**src/rtl/decode_issue_queue_pkg.sv**
```systemverilog
// decode_issue_queue_pkg: shared widths, decode flag positions and the instruction decode helper
package decode_issue_queue_pkg;
    localparam int WORD   = 32;
    localparam int ADDR   = 32;
    localparam int W_RD   = 5;
    localparam int W_IMM  = 16;
    localparam int W_OPC  = WORD - 1 - 2 * W_RD - W_IMM;
    localparam int D_INFO = 3;
    localparam int F_WEN  = 0;
    localparam int F_SEXT = 1;
    localparam int F_IMM  = 2;

    // Flags are the low bits of the field that starts just above r0.
    function automatic logic [D_INFO-1:0] decode_inst(input logic [WORD-1:0] inst);
        return inst[2*W_RD+W_IMM +: D_INFO];
    endfunction
endpackage

```
**src/rtl/decode_issue_queue_if.sv**
```systemverilog
// decode_issue_queue_if: fetch, regfile, writeback and execute-bundle signals of the decode stage
interface decode_issue_queue_if;
    import decode_issue_queue_pkg::*;
    logic             v_i;
    logic             rdy_o;
    logic [WORD-1:0]  inst_i;
    logic [ADDR-1:0]  pc_i;
    logic             branch_i;
    logic [W_RD-1:0]  r0_o;
    logic [W_RD-1:0]  r1_o;
    logic [WORD-1:0]  r_opr0_i;
    logic [WORD-1:0]  r_opr1_i;
    logic             wb_v_i;
    logic [W_RD-1:0]  wb_r_i;
    logic             stall_i;
    logic             v_o;
    logic [W_OPC-1:0] opecode_o;
    logic [WORD-1:0]  opr0_o;
    logic [WORD-1:0]  opr1_o;
    logic [WORD-1:0]  imm_o;
    logic [W_RD-1:0]  wb_r_o;
    logic [ADDR-1:0]  pc_o;

    modport slave (
        input  v_i, inst_i, pc_i, branch_i, r_opr0_i, r_opr1_i, wb_v_i, wb_r_i, stall_i,
        output rdy_o, r0_o, r1_o, v_o, opecode_o, opr0_o, opr1_o, imm_o, wb_r_o, pc_o
    );
    modport master (
        output v_i, inst_i, pc_i, branch_i, r_opr0_i, r_opr1_i, wb_v_i, wb_r_i, stall_i,
        input  rdy_o, r0_o, r1_o, v_o, opecode_o, opr0_o, opr1_o, imm_o, wb_r_o, pc_o
    );
endinterface

```
**src/rtl/decode_issue_queue_fifo.sv**
```systemverilog
// decode_inst_fifo: circular WIDTH x DEPTH queue with flush and combinational head read
module decode_inst_fifo #(
    parameter int WIDTH = 8,
    parameter int DEPTH = 4
) (
    input  logic             clk,
    input  logic             reset,
    input  logic             flush,
    input  logic             push,
    input  logic             pop,
    input  logic [WIDTH-1:0] din,
    output logic [WIDTH-1:0] dout,
    output logic             full,
    output logic             empty
);
    localparam int W = $clog2(DEPTH);
    logic [WIDTH-1:0] mem [DEPTH];
    logic [W-1:0] wp, rp;
    logic [W:0] cnt;
    logic do_push, do_pop;

    assign full    = cnt == (W+1)'(DEPTH);
    assign empty   = cnt == '0;
    assign dout    = mem[rp];
    // A full queue refuses the push even when the head leaves in the same cycle.
    assign do_push = push & ~full & ~flush;
    assign do_pop  = pop & ~empty & ~flush;

    always_ff @(posedge clk or negedge reset) begin
        if (!reset) begin
            wp  <= '0;
            rp  <= '0;
            cnt <= '0;
        end else if (flush) begin
            wp  <= '0;
            rp  <= '0;
            cnt <= '0;
        end else begin
            if (do_push) wp <= wp + 1'b1;
            if (do_pop) rp <= rp + 1'b1;
            cnt <= cnt + {{W{1'b0}}, do_push} - {{W{1'b0}}, do_pop};
        end
    end

    always_ff @(posedge clk) begin
        if (do_push) mem[wp] <= din;
    end
endmodule

```
**src/rtl/decode_issue_queue.sv**
```systemverilog
// decode_issue_queue: queued decode stage with an internal register scoreboard and a registered issue bundle
module decode_issue_queue
    import decode_issue_queue_pkg::*;
#(
    parameter int DEPTH = 4
) (
    input logic               clk,
    input logic               reset,
    decode_issue_queue_if.slave bus
);
    logic [WORD+ADDR-1:0] head;
    logic                 q_empty, q_full, push, issue, hz, load;
    logic [WORD-1:0]      h_inst, h_ext;
    logic [ADDR-1:0]      h_pc;
    logic [D_INFO-1:0]    h_info;
    logic [W_RD-1:0]      h_r0, h_r1;
    logic [2**W_RD-1:0]   busy, busy_d;
    logic                 v_q, wen_q;
    logic [W_OPC-1:0]     opc_q;
    logic [WORD-1:0]      opr0_q, opr1_q, imm_q;
    logic [W_RD-1:0]      wb_r_q;
    logic [ADDR-1:0]      pc_q;

    decode_inst_fifo #(.WIDTH(WORD + ADDR), .DEPTH(DEPTH)) u_fifo (
        .clk   (clk),
        .reset (reset),
        .flush (bus.branch_i),
        .push  (push),
        .pop   (issue),
        .din   ({bus.inst_i, bus.pc_i}),
        .dout  (head),
        .full  (q_full),
        .empty (q_empty)
    );

    assign {h_inst, h_pc} = head;
    assign h_info = decode_inst(h_inst);
    assign h_r0   = h_inst[2*W_RD+W_IMM-1 -: W_RD];
    assign h_r1   = h_inst[W_RD+W_IMM-1 -: W_RD];
    assign h_ext  = h_info[F_SEXT] ? {{(WORD-W_IMM){h_inst[W_IMM-1]}}, h_inst[W_IMM-1:0]}
                                   : {{(WORD-W_IMM){1'b0}}, h_inst[W_IMM-1:0]};

    assign push  = bus.v_i & ~q_full;
    assign hz    = busy[h_r0] | (~h_info[F_IMM] & busy[h_r1]);
    assign load  = ~v_q | ~bus.stall_i;
    assign issue = ~q_empty & ~hz & load & ~bus.branch_i;

    // Clear before set so an issuing writer keeps its register reserved.
    always_comb begin
        busy_d = busy;
        if (bus.wb_v_i) busy_d[bus.wb_r_i] = 1'b0;
        if (bus.branch_i & v_q & wen_q) busy_d[wb_r_q] = 1'b0;
        if (issue & h_info[F_WEN]) busy_d[h_r0] = 1'b1;
    end

    always_ff @(posedge clk or negedge reset) begin
        if (!reset) begin
            busy   <= '0;
            v_q    <= 1'b0;
            wen_q  <= 1'b0;
            opc_q  <= '0;
            opr0_q <= '0;
            opr1_q <= '0;
            imm_q  <= '0;
            wb_r_q <= '0;
            pc_q   <= '0;
        end else begin
            busy <= busy_d;
            if (bus.branch_i) v_q <= 1'b0;
            else if (issue) begin
                v_q    <= 1'b1;
                wen_q  <= h_info[F_WEN];
                opc_q  <= h_inst[WORD-1 -: W_OPC];
                opr0_q <= bus.r_opr0_i;
                opr1_q <= h_info[F_IMM] ? h_ext : bus.r_opr1_i;
                imm_q  <= h_ext;
                wb_r_q <= h_r0;
                pc_q   <= h_pc;
            end else if (load) v_q <= 1'b0;
        end
    end

    assign bus.rdy_o     = ~q_full;
    assign bus.r0_o      = q_empty ? '0 : h_r0;
    assign bus.r1_o      = q_empty ? '0 : h_r1;
    assign bus.v_o       = v_q;
    assign bus.opecode_o = opc_q;
    assign bus.opr0_o    = opr0_q;
    assign bus.opr1_o    = opr1_q;
    assign bus.imm_o     = imm_q;
    assign bus.wb_r_o    = wb_r_q;
    assign bus.pc_o      = pc_q;
endmodule

```
**src/flat_wrapper.sv**
```systemverilog
// flat-port wrapper written by rule: the top's interface ports become plain ports
module decode_issue_queue_flat import decode_issue_queue_pkg::*;
#(
    parameter int DEPTH = 4
)
  (clk, reset, bus_v_i, bus_inst_i, bus_pc_i, bus_branch_i, bus_r_opr0_i, bus_r_opr1_i, bus_wb_v_i, bus_wb_r_i, bus_stall_i, bus_rdy_o, bus_r0_o, bus_r1_o, bus_v_o, bus_opecode_o, bus_opr0_o, bus_opr1_o, bus_imm_o, bus_wb_r_o, bus_pc_o);
  decode_issue_queue_if bus_i ();
  input logic clk;
  input logic reset;
  input wire logic [$bits(bus_i.v_i)-1:0] bus_v_i;
  input wire logic [$bits(bus_i.inst_i)-1:0] bus_inst_i;
  input wire logic [$bits(bus_i.pc_i)-1:0] bus_pc_i;
  input wire logic [$bits(bus_i.branch_i)-1:0] bus_branch_i;
  input wire logic [$bits(bus_i.r_opr0_i)-1:0] bus_r_opr0_i;
  input wire logic [$bits(bus_i.r_opr1_i)-1:0] bus_r_opr1_i;
  input wire logic [$bits(bus_i.wb_v_i)-1:0] bus_wb_v_i;
  input wire logic [$bits(bus_i.wb_r_i)-1:0] bus_wb_r_i;
  input wire logic [$bits(bus_i.stall_i)-1:0] bus_stall_i;
  output wire logic [$bits(bus_i.rdy_o)-1:0] bus_rdy_o;
  output wire logic [$bits(bus_i.r0_o)-1:0] bus_r0_o;
  output wire logic [$bits(bus_i.r1_o)-1:0] bus_r1_o;
  output wire logic [$bits(bus_i.v_o)-1:0] bus_v_o;
  output wire logic [$bits(bus_i.opecode_o)-1:0] bus_opecode_o;
  output wire logic [$bits(bus_i.opr0_o)-1:0] bus_opr0_o;
  output wire logic [$bits(bus_i.opr1_o)-1:0] bus_opr1_o;
  output wire logic [$bits(bus_i.imm_o)-1:0] bus_imm_o;
  output wire logic [$bits(bus_i.wb_r_o)-1:0] bus_wb_r_o;
  output wire logic [$bits(bus_i.pc_o)-1:0] bus_pc_o;
  assign bus_i.v_i = bus_v_i;
  assign bus_i.inst_i = bus_inst_i;
  assign bus_i.pc_i = bus_pc_i;
  assign bus_i.branch_i = bus_branch_i;
  assign bus_i.r_opr0_i = bus_r_opr0_i;
  assign bus_i.r_opr1_i = bus_r_opr1_i;
  assign bus_i.wb_v_i = bus_wb_v_i;
  assign bus_i.wb_r_i = bus_wb_r_i;
  assign bus_i.stall_i = bus_stall_i;
  assign bus_rdy_o = bus_i.rdy_o;
  assign bus_r0_o = bus_i.r0_o;
  assign bus_r1_o = bus_i.r1_o;
  assign bus_v_o = bus_i.v_o;
  assign bus_opecode_o = bus_i.opecode_o;
  assign bus_opr0_o = bus_i.opr0_o;
  assign bus_opr1_o = bus_i.opr1_o;
  assign bus_imm_o = bus_i.imm_o;
  assign bus_wb_r_o = bus_i.wb_r_o;
  assign bus_pc_o = bus_i.pc_o;
  decode_issue_queue #(.DEPTH(DEPTH)) u_core (.clk(clk), .reset(reset), .bus(bus_i));
endmodule
```
**config.mk**
```make
export PLATFORM = sky130hd
export DESIGN_NAME = decode_issue_queue_flat
export DESIGN_NICKNAME = d
export VERILOG_FILES = /design/src/rtl/decode_issue_queue_pkg.sv /design/src/rtl/decode_issue_queue_if.sv /design/src/rtl/decode_issue_queue_fifo.sv /design/src/rtl/decode_issue_queue.sv /design/src/flat_wrapper.sv
export SDC_FILE = /design/constraint.sdc
export NUM_CORES = 1
export LEC_CHECK = 0
export ABC_AREA = 1
export CORE_MARGIN = 4
export CORE_UTILIZATION = 40
export DETAILED_ROUTE_END_ITERATION = 6
export GPL_ROUTABILITY_DRIVEN = 0
export GPL_TIMING_DRIVEN = 0
export PLACE_DENSITY = 0.63
export SLEW_MARGIN = 0
export SYNTH_ARGS = -nofsm -noshare
export SYNTH_HDL_FRONTEND = slang
export SYNTH_SLANG_ARGS = --single-unit
```
**constraint.sdc**
```tcl
create_clock -name clk -period 3.8 [get_ports clk]
set_input_delay 0.38 -clock clk [delete_from_list [all_inputs] [get_ports clk]]
set_output_delay 0.38 -clock clk [all_outputs]
set_load 0.02 [all_outputs]
```
## Yosys cells after proc, flatten, opt, wreduce, memory -nomap -nowiden

Memory sizes are Yosys's and may differ from the RTL's.
Index checks and enable logic that the tools add are counted.

| storage, ports and cells | value |
|---|---|
| word-level logic and storage cells | 86 |
| memory bits (writable) | 256 |
| memories kept | 1 |
| output and inout bits | 150 |
| bits in registers | 179 |
| input port bits | 139 |

| cells by class | value |
|---|---|
| $lt $le $gt $ge | 7 |
| reduce and logical (&&, ||, !) cells | 8 |
| multiplexer cells | 27 |
| $add $sub $neg | 4 |
| bitwise operators | 26 |
| equal/unequal tests | 1 |

Memories:

| memory | words | width | rd ports | clocked after Yosys merged registers in | wr ports | line | source |
|---|---|---|---|---|---|---|---|
| u_core.u_fifo.mem | 4 | 64 | 1 | 0 | 1 | decode_issue_queue_fifo.sv:17 | `logic [WIDTH-1:0] mem [DEPTH];` |

Operator list:

| kind | number |
|---|---|
| $mux 32 | 5 |
| $and 32x32->32 | 2 |
| $not 32->32 | 2 |
| $or 32x32->32 | 1 |
| $lt 5x6->1 const B | 4 |
| $demux 1 s5 | 3 |
| $ge 5x1->1 const B | 3 |
| $and 1x1->1 | 12 |
| $bmux 1 s5 | 2 |
| $mux 1 | 10 |
| $mux 5 | 2 |
| $mux 2 | 4 |
| $not 1->1 | 7 |
| $add 2x1->2 const B | 2 |
| $reduce_bool 2->1 | 2 |
| $add 3x1->3 | 1 |
| $eq 3x3->1 const B | 1 |
| $logic_and 1x1->1 | 3 |
| $logic_not 3->1 | 1 |
| $mux 3 | 1 |
| $reduce_bool 3->1 | 1 |
| $sub 3x1->3 | 1 |
| $or 1x1->1 | 2 |
| $reduce_and 2->1 | 1 |

## Longest topological paths before layout

Gate-level depths: netlist of run 1.
An unclocked memory read counts as a cell.

| logic depth | value |
|---|---|
| depth in word-level cells | 13 |
| depth in mapped cells | 24 |
| mapped depth without buffers | 22 |

## Cells and area by module

Synthesis of run 1 repeated with hierarchy kept, for this count alone.

| second synthesis, totals | value |
|---|---|
| cell total of the unflattened synthesis | 1752 |
| area total of the unflattened synthesis | 18128.6 µm² |

Modules (own cells, without submodules):

| module | instances | area each (µm²) | cells each | seq. area each (µm²) |
|---|---|---|---|---|
| decode_inst_fifo | 1 | 10127.2 | 682 | 7862.5 |
| decode_issue_queue | 1 | 8001.4 | 1070 | 3928.8 |

## Worst setup path before layout of run 1

Ideal clock, no wire load.

| path | value |
|---|---|
| path type | register to register |
| start | reg u_core.u_fifo.cnt[1] |
| end | mem u_core.u_fifo.mem[0][0] (netlist bit) (enable) |
| data required time | 3.314 ns |
| data arrival time | 3.644 ns |
| cell stages (with the launch flop) | 7 |
| library setup time | 0.486 ns |
| path slack | -0.331 ns |
| buffers on the path | 0 |
| period minus slack after synthesis | 4.131 ns |
| path through | dfrtp_1 > nor2_1 > nand2_1 > nand2_1 > nor2_1 > inv_1 > nor2_1 |

| on the way | value |
|---|---|
| longest elaborated chain between the ends | 7 |

Ends and longest elaborated chain:

| item | line | source |
|---|---|---|
| start, declared | decode_issue_queue_fifo.sv:19 | `logic [W:0] cnt;` |
| start signal, assigned | decode_issue_queue_fifo.sv:41 | `cnt <= cnt + {{W{1'b0}}, do_push} - {{W{1'b0}}, do_pop};` |
| $eq 3x3->1 (*) | decode_issue_queue_fifo.sv:22 | `assign full = cnt == (W+1)'(DEPTH);` |
| $not 1->1 (*) | -- |  |
| via bus_rdy_o | flat_wrapper.sv:19 | `output wire logic [$bits(bus_i.rdy_o)-1:0] bus_rdy_o;` |
| $and 1x1->1 | decode_issue_queue.sv:43 | `assign push = bus.v_i & ~q_full;` |
| $and 1x1->1 (*) (2 in series) | decode_issue_queue_fifo.sv:26 | `assign do_push = push & ~full & ~flush;` |
| $mux 1 (*) | decode_issue_queue_fifo.sv:46 | `if (do_push) mem[wp] <= din;` |
| $mux 1 (implied by the code) (*) | decode_issue_queue_fifo.sv:46 |  |
| end, declared | decode_issue_queue_fifo.sv:17 |  |

The timed path passes the listed nets; every way through them passes the cells marked *.

## Final worst setup path of run 1

| path | value |
|---|---|
| start | reg u_core.u_fifo.rp[0] |
| end | reg u_core.u_fifo.cnt[2] |

| on the way | value |
|---|---|
| longest elaborated chain between the ends | 13 |
| elaborated cells between the ends (all ways) | 16 |
| those cells by class | add/sub: 1; mux: 5; bitwise: 9; memory: 1 |

Ends and longest elaborated chain:

| item | line | source |
|---|---|---|
| start, declared | decode_issue_queue_fifo.sv:18 | `logic [W-1:0] wp, rp;` |
| start signal, assigned | decode_issue_queue_fifo.sv:40 | `if (do_pop) rp <= rp + 1'b1;` |
| $mem_v2 4x64 (*) | -- |  |
| $bmux 1 s5 | decode_issue_queue.sv:44 | `assign hz = busy[h_r0] \| (~h_info[F_IMM] & busy[h_r1]);` |
| $mux 1 (implied by the code) | decode_issue_queue.sv:44 |  |
| $and 1x1->1 | decode_issue_queue.sv:44 |  |
| $or 1x1->1 (*) | decode_issue_queue.sv:44 |  |
| $not 1->1 (*) | decode_issue_queue.sv:46 | `assign issue = ~q_empty & ~hz & load & ~bus.branch_i;` |
| $and 1x1->1 (*) (3 in series) | decode_issue_queue.sv:46 |  |
| $and 1x1->1 (*) (2 in series) | decode_issue_queue_fifo.sv:27 | `assign do_pop = pop & ~empty & ~flush;` |
| $sub 3x1->3 (*) | decode_issue_queue_fifo.sv:41 |  |
| $mux 3 (*) | decode_issue_queue_fifo.sv:34 | `end else if (flush) begin` |

Mark *: on every way between the ends. The rest lies on a longest branch, timed or not. The select of a mux whose other input is x is not followed.
A chain may end at the register's enable or synchronous reset.

==> results of run 1 <==
-- power by group through the flow --
stage          Combinational, W  Sequential (W)  Clock [W]
2_1_floorplan           0.00395         0.00711          0
3_3_place_gp            0.00789         0.00652          0
3_5_place_dp            0.00803         0.00650          0
4_1_cts                 0.00810         0.00643    0.00459
5_1_grt                 0.00894         0.00653    0.00478
6_report                0.00816         0.00643    0.00449
-- per-stage QoR --
stage,hold slack (ns),instance area (um2),power [W],TNS (ns),std cells
floorplan,0.0844,17800,0.0111,-84.64,1728
global placement,0.454,21400,0.0144,-1598.53,2607
detailed placement,0.439,21600,0.0145,-0.807,2616
CTS,0.193,23200,0.0191,0,2702
global route,0.247,23300,0.0203,0,2709
finish,0.232,23300,0.0191,0,2711
-- worst min-delay path by stage --
| stage | from | to | slack, ns |
|---|---|---|---|
| finish | bus_branch_i | u_core.u_fifo.cnt[1]$_DFF_PN0_ | 0.23 |
| global route | bus_branch_i | u_core.u_fifo.cnt[0]$_DFF_PN0_ | 0.25 |
| CTS | bus_branch_i | u_core.u_fifo.cnt[1]$_DFF_PN0_ | 0.19 |
| detailed placement | reset | u_core.busy[25]$_DFF_PN0_ | 0.44 |
| global placement | u_core.bus.opr1_o[18]$_DFFE_PN0P_ | u_core.bus.opr1_o[18]$_DFFE_PN0P_ | 0.45 |
| floorplan | reset | u_core.bus.imm_o[0]$_DFFE_PN0P_ | 0.08 |
-- Yosys cell counts (2+ instances only) --
| cell type | count | area [um2] |
|---|---|---|
| nand2_1 | 606 | 2270 |
| edfxtp_1 | 256 | 7690 |
| dfrtp_1 | 164 | 4100 |
| o21ai_0 | 142 | 711 |
| nor2_1 | 140 | 526 |
| nand3_1 | 71 | 355 |
| o22ai_1 | 53 | 332 |
| inv_1 | 48 | 180 |
| a21oi_1 | 36 | 180 |
| clkbuf_1 | 36 | 135 |
| o21bai_1 | 32 | 240 |
| buf_4 | 23 | 173 |
| buf_2 | 21 | 105 |
| nor3_1 | 19 | 95.1 |
| nand2_2 | 15 | 93.8 |
| buf_6 | 14 | 158 |
| inv_2 | 8 | 30.0 |
| ha_1 | 6 | 75.1 |
| nand3_2 | 5 | 50.1 |
| or2_2 | 4 | 25.0 |
| buf_1 | 3 | 11.3 |
| nand2_4 | 3 | 33.8 |
| nor2_2 | 3 | 18.8 |
| nor2_4 | 3 | 33.8 |
| and2_1 | 2 | 12.5 |
| buf_8 | 2 | 30.0 |
| o211ai_1 | 2 | 15.0 |
| o21ai_1 | 2 | 10.0 |
-- sequential cells by signal (all words and copies together), names as in the netlist, 3 cells and up --
register,cells
u_core.bus.wb_r_o,5
u_core.bus.opecode_o,5
u_core.busy,32
u_core.bus.pc_o,32
u_core.bus.opr0_o,32
u_core.bus.opr1_o,32
u_core.bus.imm_o,17
u_core.u_fifo.mem,256
u_core.u_fifo.cnt,3
-- worst reg2reg max path: stages, from the launching register on --
cell     delay, ns
dfrtp_2       0.42
inv_2         0.07
buf_4         0.17
nand2_1       0.08
nand3_2       0.23
nand2_4       0.22
buf_4         0.21
nand2_1       0.06
nand3_1       0.07
nand3_1       0.10
nand3_1       0.10
nand2_1       0.08
nand2_1       0.08
nand3_2       0.09
nand2_4       0.14
nor2_4        0.06
buf_6         0.13
ha_1          0.27
inv_1         0.06
ha_1          0.12
inv_1         0.05
fa_1          0.38
and3_1        0.18
nor3_1        0.15
-- logic make-up (layout without fill, tap and decap cells) --
kind of cell | Yosys count | count (layout) | synth area share (%)
adders and majority gates | 7 | 7 | 0.535
buffers and inverters | 155 | 542 | 4.62
xor gates and xnor gates | 1 | 1 | 0.0492
other | 0 | 4 | 0
AOI/OAI and AO/OA | 271 | 271 | 8.62
and+or+nand+nor | 874 | 874 | 19.9
DFF | 420 | 420 | 66.3
-- layout make-up --
class / instances / area, um2
Fill cell: 3999 / 20800
Sequential cell: 420 / 11800
Multi-Input combinational cell: 1153 / 5250
Timing Repair Buffer: 304 / 3140
Clock buffer: 66 / 1320
Tap cell: 592 / 741
Buffer: 99 / 627
Inverter: 56 / 215
Clock inverter: 17 / 209
Antenna cell: 4 / 10.0
-- what timing repair did --
item                                   in CTS  in global routing
resized for setup                           4                 13
endpoints found under the hold margin      78                  0
hold buffers                                1                  0
pin swaps                                   2                  2
setup endpoints to repair                   2                  2
setup buffers                               2                  5
-- routing by layer --
| metal | global-route usage [%] | share of wire, % | wire length [um] |
|---|---|---|---|
| met1 | 28.5 | 42 | 21900 |
| met2 | 35.1 | 47 | 24800 |
| met3 | 4.76 | 8.2 | 4340 |
| met4 | 7.52 | 2.9 | 1540 |
| met5 | 0 | 0.038 | 20 |
==> run summary, run 1 <==
CP max stage delay - 0.42 ns
num ports - 289
Net Sw Frac - 39.2%
fmax - 277 MHz
Post-synth EDFFs - 256
R2R Path End - u_core.u_fifo.cnt[2]$_DFF_PN0_
slowest cell on the critical path - dfrtp_2
vias in the first global route - 13600
leak pwr - 9.55 nW
CP required - 4.29 ns
max-cap violation count - 0
share of cells above drive strength 1 - 9.41%
crit path launch type - flop
WL/cell - 19.4 um
CP Depth - 23
Mean Syn Cell Area - 10.3 um2
most common cell after layout, fill and taps aside - nand2_1
commonest non-fill, non-tap cells in the layout - nand2_1 (605), clkdlybuf4s50_1 (286), edfxtp_1 (256)
Seq pwr share - 33.7%
final slew viol count - 0
clock slew at reported path FFs - 0.06 ns
final worst slack - 0.190 ns
layout net count - 2225
Setup CP Type - reg2reg
Worst-Skew Late Latency - 0.58 ns
first-pass GRT wire length - 79700 um
Routed Antenna Nets - 0
clock sinks - 420
Seq/Total Area, Yosys - 66.3%
Port Buf Inserts - 287
Max transition margin - 6.52%
DRC viols - 0
dominant synthesized flop cell - edfxtp_1
total grt overflow - 0
DP HPWL - 36400 um
NetSw - 0.00747 W
CP startpoint - u_core.u_fifo.rp[0]$_DFFE_PN0P_
initial antenna violation count - 5
post-synth cell types - 37
Clock power frac - 23.5%
HP Class - in2reg
CP bufs+invs - 6
Critical Path, Cell by Cell - inv_2 > buf_4 > nand2_1 > nand3_2 > nand2_4 > buf_4 > nand2_1 > nand3_1 > nand3_1 > nand3_1 > nand2_1 > nand2_1 > nand3_2 > nand2_4 > nor2_4 > buf_6 > ha_1 > inv_1 > ha_1 > inv_1 > fa_1 > and3_1 > nor3_1
reg2reg start - u_core.u_fifo.rp[0]$_DFFE_PN0P_
Final Setup Violations - 0
CTS root buf - clkbuf_16
Die Span Y - 219 um
Worst Clk Skew - 0.0224 ns
Peak VDD IR - 0.443 mV
Comb power frac - 42.8%
cell family with most CP delay - simple AND/OR/NAND/NOR gates
crit-path max FO - 10
fin crit share - 95.0%
Hold Path Depth - 2
crit end category - flop
crit-path most repeated cell - nand2_1
post-place setup slack - -0.459 ns
status - complete, no violations
largest net degree at the start of global routing - 87
YS warnings - 0
CTS tree - done
First DRT Iteration DRCs - 1379
Synth Cell Area - 17800 um2
CP endpoint - u_core.u_fifo.cnt[2]$_DFF_PN0_
Period minus WS final - 3.61 ns
Via density - 5.09
Worst Reg-to-Reg Cells - 23
ys async rst share - 39.0%
total CTS buffers - 45
CTS max path bufs - 3
P per Cell Area - 819 nW/um2
Syn Nets - 1874
core box area - 44100 um2
Die W - 219 um
FF+latch count, synth - 420
First-pass DRT Iterations - 6
Routed WL - 52600 um
Arr. time, crit path - 4.10 ns
full die area - 47900 um2
reg-to-reg slack, setup - 0.19 ns
RSZ-0062 raised after global routing - false
H-tree levels - 2
Int Pwr - 0.0116 W
utilization after layout - 52.8%
Row Count - 77
Starting Density - 40.3%
total track usage - 21.5%
area grow syn2layout - 31.0%
measured slew at the worst slew-check pin - 1.39 ns
Final Hold Vio Count - 0
Vias - 13800
Synth Instances - 1728
(Power assumes the default switching activity.)
==> inputs of run 2 (changes only) <==
--- a/config.mk
+++ b/config.mk
@@ -12,6 +12,7 @@
 export GPL_ROUTABILITY_DRIVEN = 0
 export GPL_TIMING_DRIVEN = 0
 export PLACE_DENSITY = 0.63
+export SKIP_CTS_REPAIR_TIMING = 1
 export SLEW_MARGIN = 0
 export SYNTH_ARGS = -nofsm -noshare
 export SYNTH_HDL_FRONTEND = slang
==> run 2 against run 1 <==
- via count is essentially flat
- clock skew increased by 0.0021 ns
- clock power about the same
- maximum frequency is 0.35% lower
- setup slack worse by 0.013 ns
- largest cell class unchanged
- sequential share of layout area about the same
- critical path depth unchanged
==> run summary, run 2 (synthesized netlist as in run 1, its figures left out) <==
status - complete, no violations
fin crit share - 95.3% (+0.34 points)
Routed WL - 52600 um (about the same)
Routed Antenna Nets - 0 (unchanged)
fmax - 276 MHz (-0.35%)
HP Class - in2reg
full die area - 47900 um2 (unchanged)
leak pwr - 9.55 nW (about the same)
num ports - 289 (unchanged)
CP required - 4.29 ns (about the same)
Biggest register - u_core.u_fifo.mem
Die Span Y - 219 um (unchanged)
RSZ-0062 raised after global routing - false
Total Power - 0.0191 W (about the same)
share of cells above drive strength 1 - 9.45% (+0.043 points)
H-tree levels - 2 (unchanged)
Final Hold Vio Count - 0 (unchanged)
crit-path max FO - 10 (unchanged)
max-cap violation count - 0 (unchanged)
Die W - 219 um (unchanged)
GR Util met2 - 35.1% (about the same)
DRC viols - 0 (unchanged)
initial antenna violation count - 5 (unchanged)
largest net degree at the start of global routing - 87 (unchanged)
Arr. time, crit path - 4.11 ns (about the same)
Setup CP Type - reg2reg
Worst-Skew Late Latency - 0.59 ns (about the same)
CTS max path bufs - 3 (unchanged)
Placed Area - 21600 um2 (unchanged)
core box area - 44100 um2 (unchanged)
Final Setup Violations - 0 (unchanged)
First-pass DRT Iterations - 7 (+1)
Starting Density - 40.3% (unchanged)
CTS root buf - clkbuf_16
Period minus WS final - 3.62 ns (+0.0128 ns)
total grt overflow - 0 (unchanged)
total track usage - 21.5% (about the same)
crit path launch type - flop
Setup TNS - 0 ns (unchanged)
final slew viol count - 0 (unchanged)
Final Instance Area - 23300 um2 (about the same)
crit end category - flop
Worst Clk Skew - 0.0245 ns (+0.00214 ns)
Vias - 13800 (-0.087%)
number of flip-flops in the largest register - 256 (unchanged)
clock slew at reported path FFs - 0.06 ns (about the same)
Row Count - 77 (unchanged)
Peak VDD IR - 0.443 mV (about the same)
met1 usage - 28.5% (about the same)
hold_ws - 0.226 ns (-0.00567 ns)
final worst slack - 0.177 ns (-0.0128 ns)
post-place setup slack - -0.459 ns (unchanged)
DP HPWL - 36400 um (unchanged)
Most Used Layer, Global Route - met2
layout net count - 2226 (+0.045%)
Max transition margin - 8.18% (+1.7 points)
clock sinks - 420 (unchanged)
measured slew at the worst slew-check pin - 1.37 ns (-0.0248 ns)
CTS tree - done
area grow syn2layout - 31.0% (about the same)
most common cell after layout, fill and taps aside - nand2_1
GRT met3 Usage - 4.78% (+0.014 points)
first-pass GRT wire length - 79700 um (about the same)
First DRT Iteration DRCs - 1320 (-4.3%)
commonest non-fill, non-tap cells in the layout - nand2_1 (605), clkdlybuf4s50_1 (286), edfxtp_1 (256)
P per Cell Area - 819 nW/um2 (about the same)
Via density - 5.08 (-0.12%)
WL/cell - 19.4 um (about the same)
vias in the first global route - 13600 (-0.066%)
fill cell count - 4004 (+0.13%)
total CTS buffers - 45 (unchanged)
Port Buf Inserts - 287 (unchanged)
## run 2: path summary, 6_finish.rpt
| path | slack (ns) | depth (start not counted) | start | end |
|---|---|---|---|---|
| worst max-delay path | 0.18 | 23 | u_core.u_fifo.rp[1]$_DFFE_PN0P_ | u_core.u_fifo.cnt[2]$_DFF_PN0_ |
| worst min-delay path | 0.23 | 2 | bus_branch_i | u_core.u_fifo.cnt[1]$_DFF_PN0_ |
| worst max register to register | 0.18 | 23 | u_core.u_fifo.rp[1]$_DFFE_PN0P_ | u_core.u_fifo.cnt[2]$_DFF_PN0_ |
| worst min register to register | 0.47 | 2 | u_core.bus.opr0_o[4]$_DFFE_PN0P_ | u_core.bus.opr0_o[4]$_DFFE_PN0P_ |
| max in group asynchronous | 2.53 | 3 | reset | u_core.bus.imm_o[11]$_DFFE_PN0P_ |
| min in group asynchronous | 0.38 | 2 | reset | u_core.bus.opr1_o[24]$_DFFE_PN0P_ |
## run 2: layout make-up
class | instances | area, um2 | share of cell area [%]
clock inverter | 17 | 209 | 0.897
clock buffer | 66 | 1320 | 5.65
tap | 592 | 741 | 3.18
multi-input combinational | 1153 | 5250 | 22.6
timing repair buffer | 305 | 3140 | 13.5
buffer | 99 | 623 | 2.67
antenna | 4 | 10.0 | 0.0430
inverter | 56 | 215 | 0.924
sequential | 420 | 11800 | 50.6
## run 2: critical path: stages, from the launching register on
cell     delay (ns)
dfrtp_1        0.36
buf_4          0.19
inv_4          0.10
buf_6          0.17
nand3_1        0.11
nand2_2        0.11
buf_4          0.13
nand2_1        0.09
nor2_1         0.28
nand2_1        0.11
nand2_1        0.11
nor2_2         0.07
nand2_1        0.11
nor2_4         0.06
nand2_4        0.12
nor2_4         0.07
buf_6          0.13
ha_1           0.27
inv_1          0.05
ha_1           0.12
inv_1          0.05
fa_1           0.38
and3_1         0.18
nor3_1         0.14
## run 2: report_power, final
part | total [W] | switching [W] | leakage, nW | internal [W]
registers | 0.00643 | 0.000608 | 4.42 | 0.00583
clock network | 0.00448 | 0.00181 | 0.745 | 0.00268
logic | 0.00815 | 0.00506 | 4.39 | 0.00309
total | 0.0191 | 0.00748 | 9.55 | 0.0116
## run 2: per-layer routing
| metal | up-vias | wire length, um | part of all wire, % |
|---|---|---|---|
| met5 | - | 20 | 0.038 |
| met4 | 2 | 1510 | 2.9 |
| met3 | 103 | 4300 | 8.2 |
| met2 | 563 | 24800 | 47 |
| met1 | 6601 | 22000 | 42 |
| li1 | 6520 | - | - |
## run 2: per-stage QoR
step                      utilization, %  std cells
after floorplan                        -       1728
after global placement              48.5       2607
after detailed placement            49.0       2616
after CTS                           52.5       2699
after global routing                52.8       2710
final                               52.8       2712
